$ cat src/rtl/demux1to3_32bit_stream.sv
// demux1to3_32bit_stream: registered 1-to-3 word demultiplexer with per-channel valid/ready holding registers.
// Optional per-channel handshake counters are enabled by defining DEMUX3_STATS_EN.
module demux1to3_32bit_stream #(
    parameter int WIDTH  = 32,
    parameter int DROP_W = 8
) (
    input  logic              clk,
    input  logic              rst_n,
    input  logic              in_valid,
    output logic              in_ready,
    input  logic [1:0]        in_sel,
    input  logic [WIDTH-1:0]  in_data,
    output logic              out1_valid,
    output logic              out2_valid,
    output logic              out3_valid,
    input  logic              out1_ready,
    input  logic              out2_ready,
    input  logic              out3_ready,
    output logic [WIDTH-1:0]  out1_data,
    output logic [WIDTH-1:0]  out2_data,
    output logic [WIDTH-1:0]  out3_data,
`ifdef DEMUX3_STATS_EN
    input  logic              stat_clr,
    output logic [15:0]       cnt1,
    output logic [15:0]       cnt2,
    output logic [15:0]       cnt3,
`endif
    output logic [DROP_W-1:0] drop_cnt
);
    logic [2:0]        vld_q, vld_d, rdy, free, hit;
    logic [WIDTH-1:0]  data_q [3];
    logic [WIDTH-1:0]  data_d [3];
    logic [DROP_W-1:0] drop_q, drop_d;
    logic              accept;

    assign rdy        = {out3_ready, out2_ready, out1_ready};
    assign free       = ~vld_q | rdy;
    assign out1_valid = vld_q[0];
    assign out2_valid = vld_q[1];
    assign out3_valid = vld_q[2];
    assign out1_data  = data_q[0];
    assign out2_data  = data_q[1];
    assign out3_data  = data_q[2];
    assign drop_cnt   = drop_q;

    // Ready depends only on the selected channel having room; discard is always ready, nothing during reset.
    always_comb begin
        in_ready = rst_n && (in_sel == 2'b00 ? free[0] :
                             in_sel == 2'b01 ? free[1] :
                             in_sel == 2'b10 ? free[2] : 1'b1);
        accept   = in_valid && in_ready;
        for (int i = 0; i < 3; i++) begin
            hit[i]    = accept && (in_sel == 2'(i));
            vld_d[i]  = hit[i] || (vld_q[i] && !rdy[i]);
            data_d[i] = hit[i] ? in_data : data_q[i];
        end
        drop_d = (accept && in_sel == 2'b11 && drop_q != '1) ? drop_q + 1'b1 : drop_q;
    end

    // Channel holding registers and saturating discard counter.
    always_ff @(posedge clk or negedge rst_n) begin
        if (!rst_n) begin
            vld_q  <= '0;
            drop_q <= '0;
            for (int i = 0; i < 3; i++) data_q[i] <= '0;
        end else begin
            vld_q  <= vld_d;
            drop_q <= drop_d;
            for (int i = 0; i < 3; i++) data_q[i] <= data_d[i];
        end
    end

`ifdef DEMUX3_STATS_EN
    logic [15:0] cnt_q [3];
    logic [15:0] cnt_d [3];

    assign cnt1 = cnt_q[0];
    assign cnt2 = cnt_q[1];
    assign cnt3 = cnt_q[2];

    // Count completed output handshakes; a clear wins over a same-cycle increment.
    always_comb begin
        for (int i = 0; i < 3; i++) cnt_d[i] = stat_clr ? 16'd0 : cnt_q[i] + 16'(vld_q[i] && rdy[i]);
    end

    // Handshake counter registers.
    always_ff @(posedge clk or negedge rst_n) begin
        if (!rst_n) begin
            for (int i = 0; i < 3; i++) cnt_q[i] <= '0;
        end else begin
            for (int i = 0; i < 3; i++) cnt_q[i] <= cnt_d[i];
        end
    end
`endif
endmodule

$ cat config.mk
export PLATFORM = sky130hd
export DESIGN_NAME = demux1to3_32bit_stream
export DESIGN_NICKNAME = d
export VERILOG_FILES = /design/src/rtl/demux1to3_32bit_stream.sv
export SDC_FILE = /design/constraint.sdc
export NUM_CORES = 1
export LEC_CHECK = 0
export BUFFER_PORTS_ARGS = -buffer_cell sky130_fd_sc_hd__buf_2
export CORE_MARGIN = 8
export CORE_UTILIZATION = 49
export CTS_CLUSTER_SIZE = 28
export DETAILED_ROUTE_END_ITERATION = 10
export PLACE_DENSITY_LB_ADDON = 0.08
export SYNTH_ARGS = -nofsm -noshare
export SYNTH_HDL_FRONTEND = slang
export SYNTH_SLANG_ARGS = --single-unit
$ cat constraint.sdc
create_clock -name clk -period 1.8 [get_ports clk]
set_clock_uncertainty 0.05 [all_clocks]
set_input_delay 0.36 -clock clk [delete_from_list [all_inputs] [get_ports clk]]
set_output_delay 0.36 -clock clk [all_outputs]
set_load 0.005 [all_outputs]
==> run metrics, run 1 <==
status finished with violations; failing checks setup timing; most frequent cell after synthesis dfrtp_1; clock slew at reported path FFs 0.09 ns; Total Wirelength 9630 µm; total grt overflow 0; Critical Path AT ~1.4 ns; syn_nets 297; number of CTS-inserted buffers 9; Worst Path Max Fanout 2; uppermost layer routed met4; sequential-to-total area share from yosys stat between 60% and 70%; final worst path period share 100%; register area 2680 µm²; Synth area leader dfrtp_1; VDD IR max around 0.6 mV; f_max around 550 MHz; async set-or-reset flop fraction in the synthesized netlist 100%; remaining antenna violation count after routing 0; placed inst area a little over 5000 µm²; Yosys reg bits about 110; Synth top area share about 64%; RSZ-0062 raised after global routing true; Worst-Margin Slew 0.676 ns; leak pwr 2.66 nW; Cell variety after synth 34; Starting Density around 51%; clk_lat worst skew between 0.3 and 0.4 ns; slack of the critical path -0.00605 ns; buffer depth of the longest clock path 2; Util after Layout between 60% and 70%; Die ar. about 12000 µm²; Std-Cell Rows 33; post-DR vias/cell approximately 5.0; max capacitance violation total 0; Fillers 648; Synth Flop Type dfrtp_1; Mapped Area 4170 µm²; core area about 8200 µm²; final hold vios 0; CTS tree done; Layout Nets 464; share of layout cells above drive strength 1 around 66%; vias post-DR around 2700; critical path class reg -> out; Port Buffers roughly 150; top cells by count, synth dfrtp_1 (107), mux2_2 (96), buf_4 (4); largest net degree at the start of global routing 54; Placer Congestion approximately 0.77; Slowest-stage cell, CP dfrtp_1; Max Slew Vio Count 0; Multi-input gate area 1420 µm²; final setup violation count 1; power per cell area 1160 nW/µm²; post-route cell area approximately 5400 µm²; GRT Total Usage between 10% and 20%; critical-path cell list nor2b_4, a211o_1, a21boi_1, buf_2; Die Y ~110 µm; vias in the first global route approximately 2900; Max stage delay on crit path around 0.40 ns; n_diodes 0; top-level I/O count approximately 150; Synth area leaders dfrtp_1 (64%), mux2_2 (26%), buf_6 (0.81%), buf_4 (0.72%), xor2_1 (0.63%); antenna violations before repair 0; post-route minimum period 1.81 ns; number of H-tree levels 3; Post-synth EDFFs 0; CTS Sinks approximately 110; Setup WS pre-CTS approximately 0.040 ns; R2R cell count 4; Setup TNS -0.00605 ns; met2 wire len ~4600 µm; first drt pass iteration count 4; Crit. End Element output port; CP startpoint kind flop; Slew headroom about 55%; average routed wire per standard cell 18.1 µm; die width ~110 µm; Synth Area per Inst ~16 µm²; Metal-1 WL around 4000 µm; post-synthesis cell count about 260; Area growth syn-to-layout 29.1%; first-pass GRT wire length 15200 µm; CTS Root Cell clkbuf_8; critical path required time between 1 and 1.5 ns; HP Class in -> async; DR iter-0 viols 66; post-detail-place hpwl around 7000 µm; DRC viols 0; WL met3 876 µm; number of synthesis warnings 0
==> final timing paths <==
| path | slack [ns] | endpoint | startpoint |
|---|---|---|---|
| worst max-delay path | -0.006 | in_ready | vld_q[0] |
| worst min-delay path | 0.15 | out2_data[8] | rst_n |
| worst max register to register | 0.12 | drop_cnt[5] | drop_cnt[0] |
| worst min register to register | 0.45 | out1_data[26] | out1_data[26] |
| max in group asynchronous | 0.73 | out1_data[10] | rst_n |
| min in group clk | 0.20 | out1_data[4] | in_data[4] |
==> repair_timing <==
action	4_1_cts	5_1_grt
buffers inserted	3	2
resized for setup	3	0
hold buffers	1	0
hold endpoints to repair	1	0
gates cloned	0	0
endpoints found under the setup margin	1	1
==> cells in the final DEF (no fill, tap or decap), drive strengths merged, types with 2 or more instances in the layout <==
master / netlist / routed
buf: 10 / 165
nand3: 4 / 4
dfrtp: 107 / 107
clkbuf: 0 / 11
a211o: 2 / 2
nand2: 3 / 3
clkinvlp: 0 / 2
inv: 2 / 3
bufinv: 0 / 2
nor3b: 2 / 2
xor2: 3 / 3
mux2: 98 / 98
nand2b: 3 / 3
a21o: 2 / 2
o21ai: 2 / 2
a211oi: 2 / 2
and3b: 2 / 2
==> sequential cells by signal, indices dropped and copies added (netlist names) <==
register	flops
out2_data	32
vld_q	3
out3_data	32
out1_data	32
drop_cnt	8
==> logic make-up after synthesis <==
logic type,synth area share [%]
AND/OR/NAND/NOR,4.11
multiplexers,26.7
buffers and inverters,2.07
AO/OA/AOI/OAI,1.77
XOR/XNOR,0.840
adder cells (fa/ha/maj),0.300
flip-flops,64.2
==> power by group <==
part	internal, mW	switching (mW)
combinational	0.818	0.582
sequential	2.94	0.294
clock	0.827	0.789
total	4.58	1.66
==> final cells by class <==
cell class | count | share of cell area [%]
clock buffer | 11 | 2.63
clock inverter | 5 | 1.56
inverter | 2 | 0.139
multi-input combinational | 137 | 26.4
sequential | 107 | 49.7
tap | 105 | 2.44
timing repair buffer | 166 | 17.1
==> critical path, delay by kind of cell (launching register included) <==
| kind | cells | cell delay (ns) |
|---|---|---|
| AOI/OAI and AO/OA | 2 | 0.39 |
| and+or+nand+nor | 1 | 0.13 |
| DFF | 1 | 0.40 |
| buffers and inverters | 1 | 0.12 |
==> metal layers <==
metal  track usage, %  vias up
met2             26.4       93
met3             6.01       14
li1                 -     1253
met1             20.1     1315
met4             7.92        0
met5                0        -
==> stage by stage <==
stage,hold slack [ns],power (mW),instances
after floorplan,0.0144,3.85,256
after global placement,0.121,4.65,511
after detailed placement,0.121,4.70,511
after CTS,0.142,6.34,531
after global routing,0.171,6.60,533
final,0.150,6.25,533
(Power assumes the default switching activity.)
==> run 2, diff against run 1 <==
- CORE_MARGIN: 8 -> 4
==> run metrics, run 2 (synthesis gave the netlist of run 1 again) <==
status finished with violations (unchanged); failing checks setup timing (unchanged); critical path required time 1.39 ns (about the same); GRT Total Usage 18.5% (was 16.7%); uppermost layer routed met4 (unchanged); post-route minimum period 1.82 ns (was 1.81 ns); P_int 4.32 mW (was 4.58 mW); power per cell area 1120 nW/µm² (was 1160 nW/µm²); Port Buffers 147 (unchanged); most frequent cells in the layout buf_2 (146), dfrtp_1 (107), mux2_2 (96), buf_4 (13), clkbuf_8 (10) (was buf_2 (146), dfrtp_1 (107), mux2_2 (96), buf_4 (16), clkbuf_8 (10)); Layout Nets 462 (was 464); Crit. End Element output port (unchanged); f_max 551 MHz (was 554 MHz); Area growth syn-to-layout 28.1% (was 29.1%); final worst path period share 101% (was 100%); switch share 28.1% (was 26.7%); CP startpoint kind flop (unchanged); Std-Cell Rows 33 (unchanged); total grt overflow 0 (unchanged); CTS tree done (unchanged); critical path class reg -> out (unchanged); post-DR vias/cell 5.15 (was 5.02); first-pass GRT wire length 14600 µm (was 15200 µm); buffer depth of the longest clock path 2 (unchanged); CTS Root Cell clkbuf_8 (unchanged); post-detail-place hpwl 6330 µm (was 7030 µm); clock slew at reported path FFs 0.11 ns (was 0.09 ns); met2 wire len 4230 µm (was 4560 µm); first drt pass iteration count 4 (unchanged); n_diodes 0 (unchanged); VDD IR max 0.605 mV (was 0.590 mV); max capacitance violation total 0 (unchanged); Fillers 659 (was 648); Slowest-stage cell, CP dfrtp_1 (unchanged); average routed wire per standard cell 16.7 µm (was 18.1 µm); DRC viols 0 (unchanged); Total Wirelength 8890 µm (was 9630 µm); Worst-Margin Slew 0.683 ns (was 0.676 ns); RSZ-0062 raised after global routing true (unchanged); number of CTS-inserted buffers 9 (unchanged); HP Class in -> async (unchanged); placed inst area 5110 µm² (was 5100 µm²); Die Y 100 µm (was 108 µm); Die ar. 10100 µm² (was 11700 µm²); Max Slew Vio Count 0 (unchanged); Starting Density 50.5% (was 50.8%); DR iter-0 viols 54 (was 66); leak pwr 2.64 nW (was 2.66 nW); number of H-tree levels 3 (unchanged); die width 100 µm (was 108 µm); most common cell after layout, fill and taps aside buf_2 (unchanged); Metal-1 WL 3830 µm (was 4010 µm); final setup violation count 1 (unchanged); Setup TNS -0.0164 ns (was -0.00605 ns); share of layout cells above drive strength 1 66.0% (was 66.1%); Switching Power 1.69 mW (was 1.66 mW); vias in the first global route 2852 (was 2891); CTS Sinks 107 (unchanged); clock share of power 23.4% (was 25.9%); Seq pwr share 53.8% (was 51.7%); largest net degree at the start of global routing 56 (was 54); Placer Congestion 0.724 (was 0.772); Comb pwr share 22.8% (was 22.4%); slack of the critical path -0.0164 ns (was -0.00605 ns); Hold WS 0.0692 ns (was 0.150 ns); final hold vios 0 (unchanged); core area 8260 µm² (was 8220 µm²); remaining antenna violation count after routing 0 (unchanged); critical-path cell list nor2b_4, a211o_1, a21boi_1, buf_2 (unchanged); antenna violations before repair 0 (unchanged); top-level I/O count 148 (unchanged); post-route cell area 5340 µm² (was 5380 µm²); Worst Path Max Fanout 2 (unchanged); Slew headroom 54.5% (was 54.9%); clk_lat worst skew 0.37 ns (was 0.35 ns); WL met3 724 µm (was 876 µm); Max stage delay on crit path 0.40 ns (about the same); Critical Path AT 1.41 ns (was 1.40 ns); vias post-DR 2733 (was 2675)
run 2: repair_timing:
action	CTS	global route
resized for setup	3	1
endpoints found under the hold margin	3	0
pin swaps	2	2
buffers inserted	3	1
hold buffers	1	0
setup endpoints to repair	1	2
run 2: per-stage QoR:
stage	power (mW)	util (%)	instances	worst slack, ns
final	6.00	64.7	531	-0.0164
after global routing	6.39	64.7	531	-0.117
after CTS	6.08	64.6	530	-0.0819
after detailed placement	4.67	61.8	510	0.0300
after global placement	4.62	61.8	510	0.0331
after floorplan	3.85	-	256	0.210
run 2: metal layers:
| layer | vias to the layer above | global-route usage (%) |
|---|---|---|
| li1 | 1251 | - |
| met1 | 1382 | 24.5 |
| met2 | 91 | 29.1 |
| met3 | 9 | 6.39 |
| met4 | 0 | 5.28 |
| met5 | - | 0 |
run 2: cell type report:
| type | count | area [µm²] | area share (%) |
|---|---|---|---|
| well taps | 105 | 131 | 2.46 |
| clock buffers | 11 | 141 | 2.65 |
| multi-input cells | 137 | 1420 | 26.6 |
| flip-flops and latches | 107 | 2680 | 50.1 |
| repair buffers | 164 | 918 | 17.2 |
| clock inverters | 5 | 45.0 | 0.843 |
| inverters | 2 | 7.51 | 0.141 |
run 2: final timing paths:
check / startpoint / to / slack, ns / depth (start not counted)
setup / recovery: vld_q[0] / in_ready / -0.02 / 4
hold / removal: rst_n / out3_data[7] / 0.07 / 2
setup reg to reg: vld_q[0] / out1_data[17] / 0.13 / 5
hold reg to reg: out1_data[30] / out1_data[30] / 0.45 / 1
max in group asynchronous: rst_n / out3_data[31] / 1.01 / 3
min in group clk: in_data[26] / out1_data[26] / 0.17 / 2
run 2: power groups by stage:
stage               combinational [mW]  sequential [mW]  clock [mW]
finish                            1.37             3.23        1.41
global route                      1.52             3.30        1.56
floorplan                        0.543             3.31           0
CTS                               1.40             3.23        1.44
global placement                  1.35             3.26           0
detailed placement                1.39             3.28           0
run 2: worst max-delay path, delay by kind of cell (launching register included):
| kind | cells | cell delay, ns |
|---|---|---|
| DFF | 1 | 0.40 |
| AOI/OAI and AO/OA | 2 | 0.37 |
| and+or+nand+nor | 1 | 0.13 |
| buffers and inverters | 1 | 0.13 |
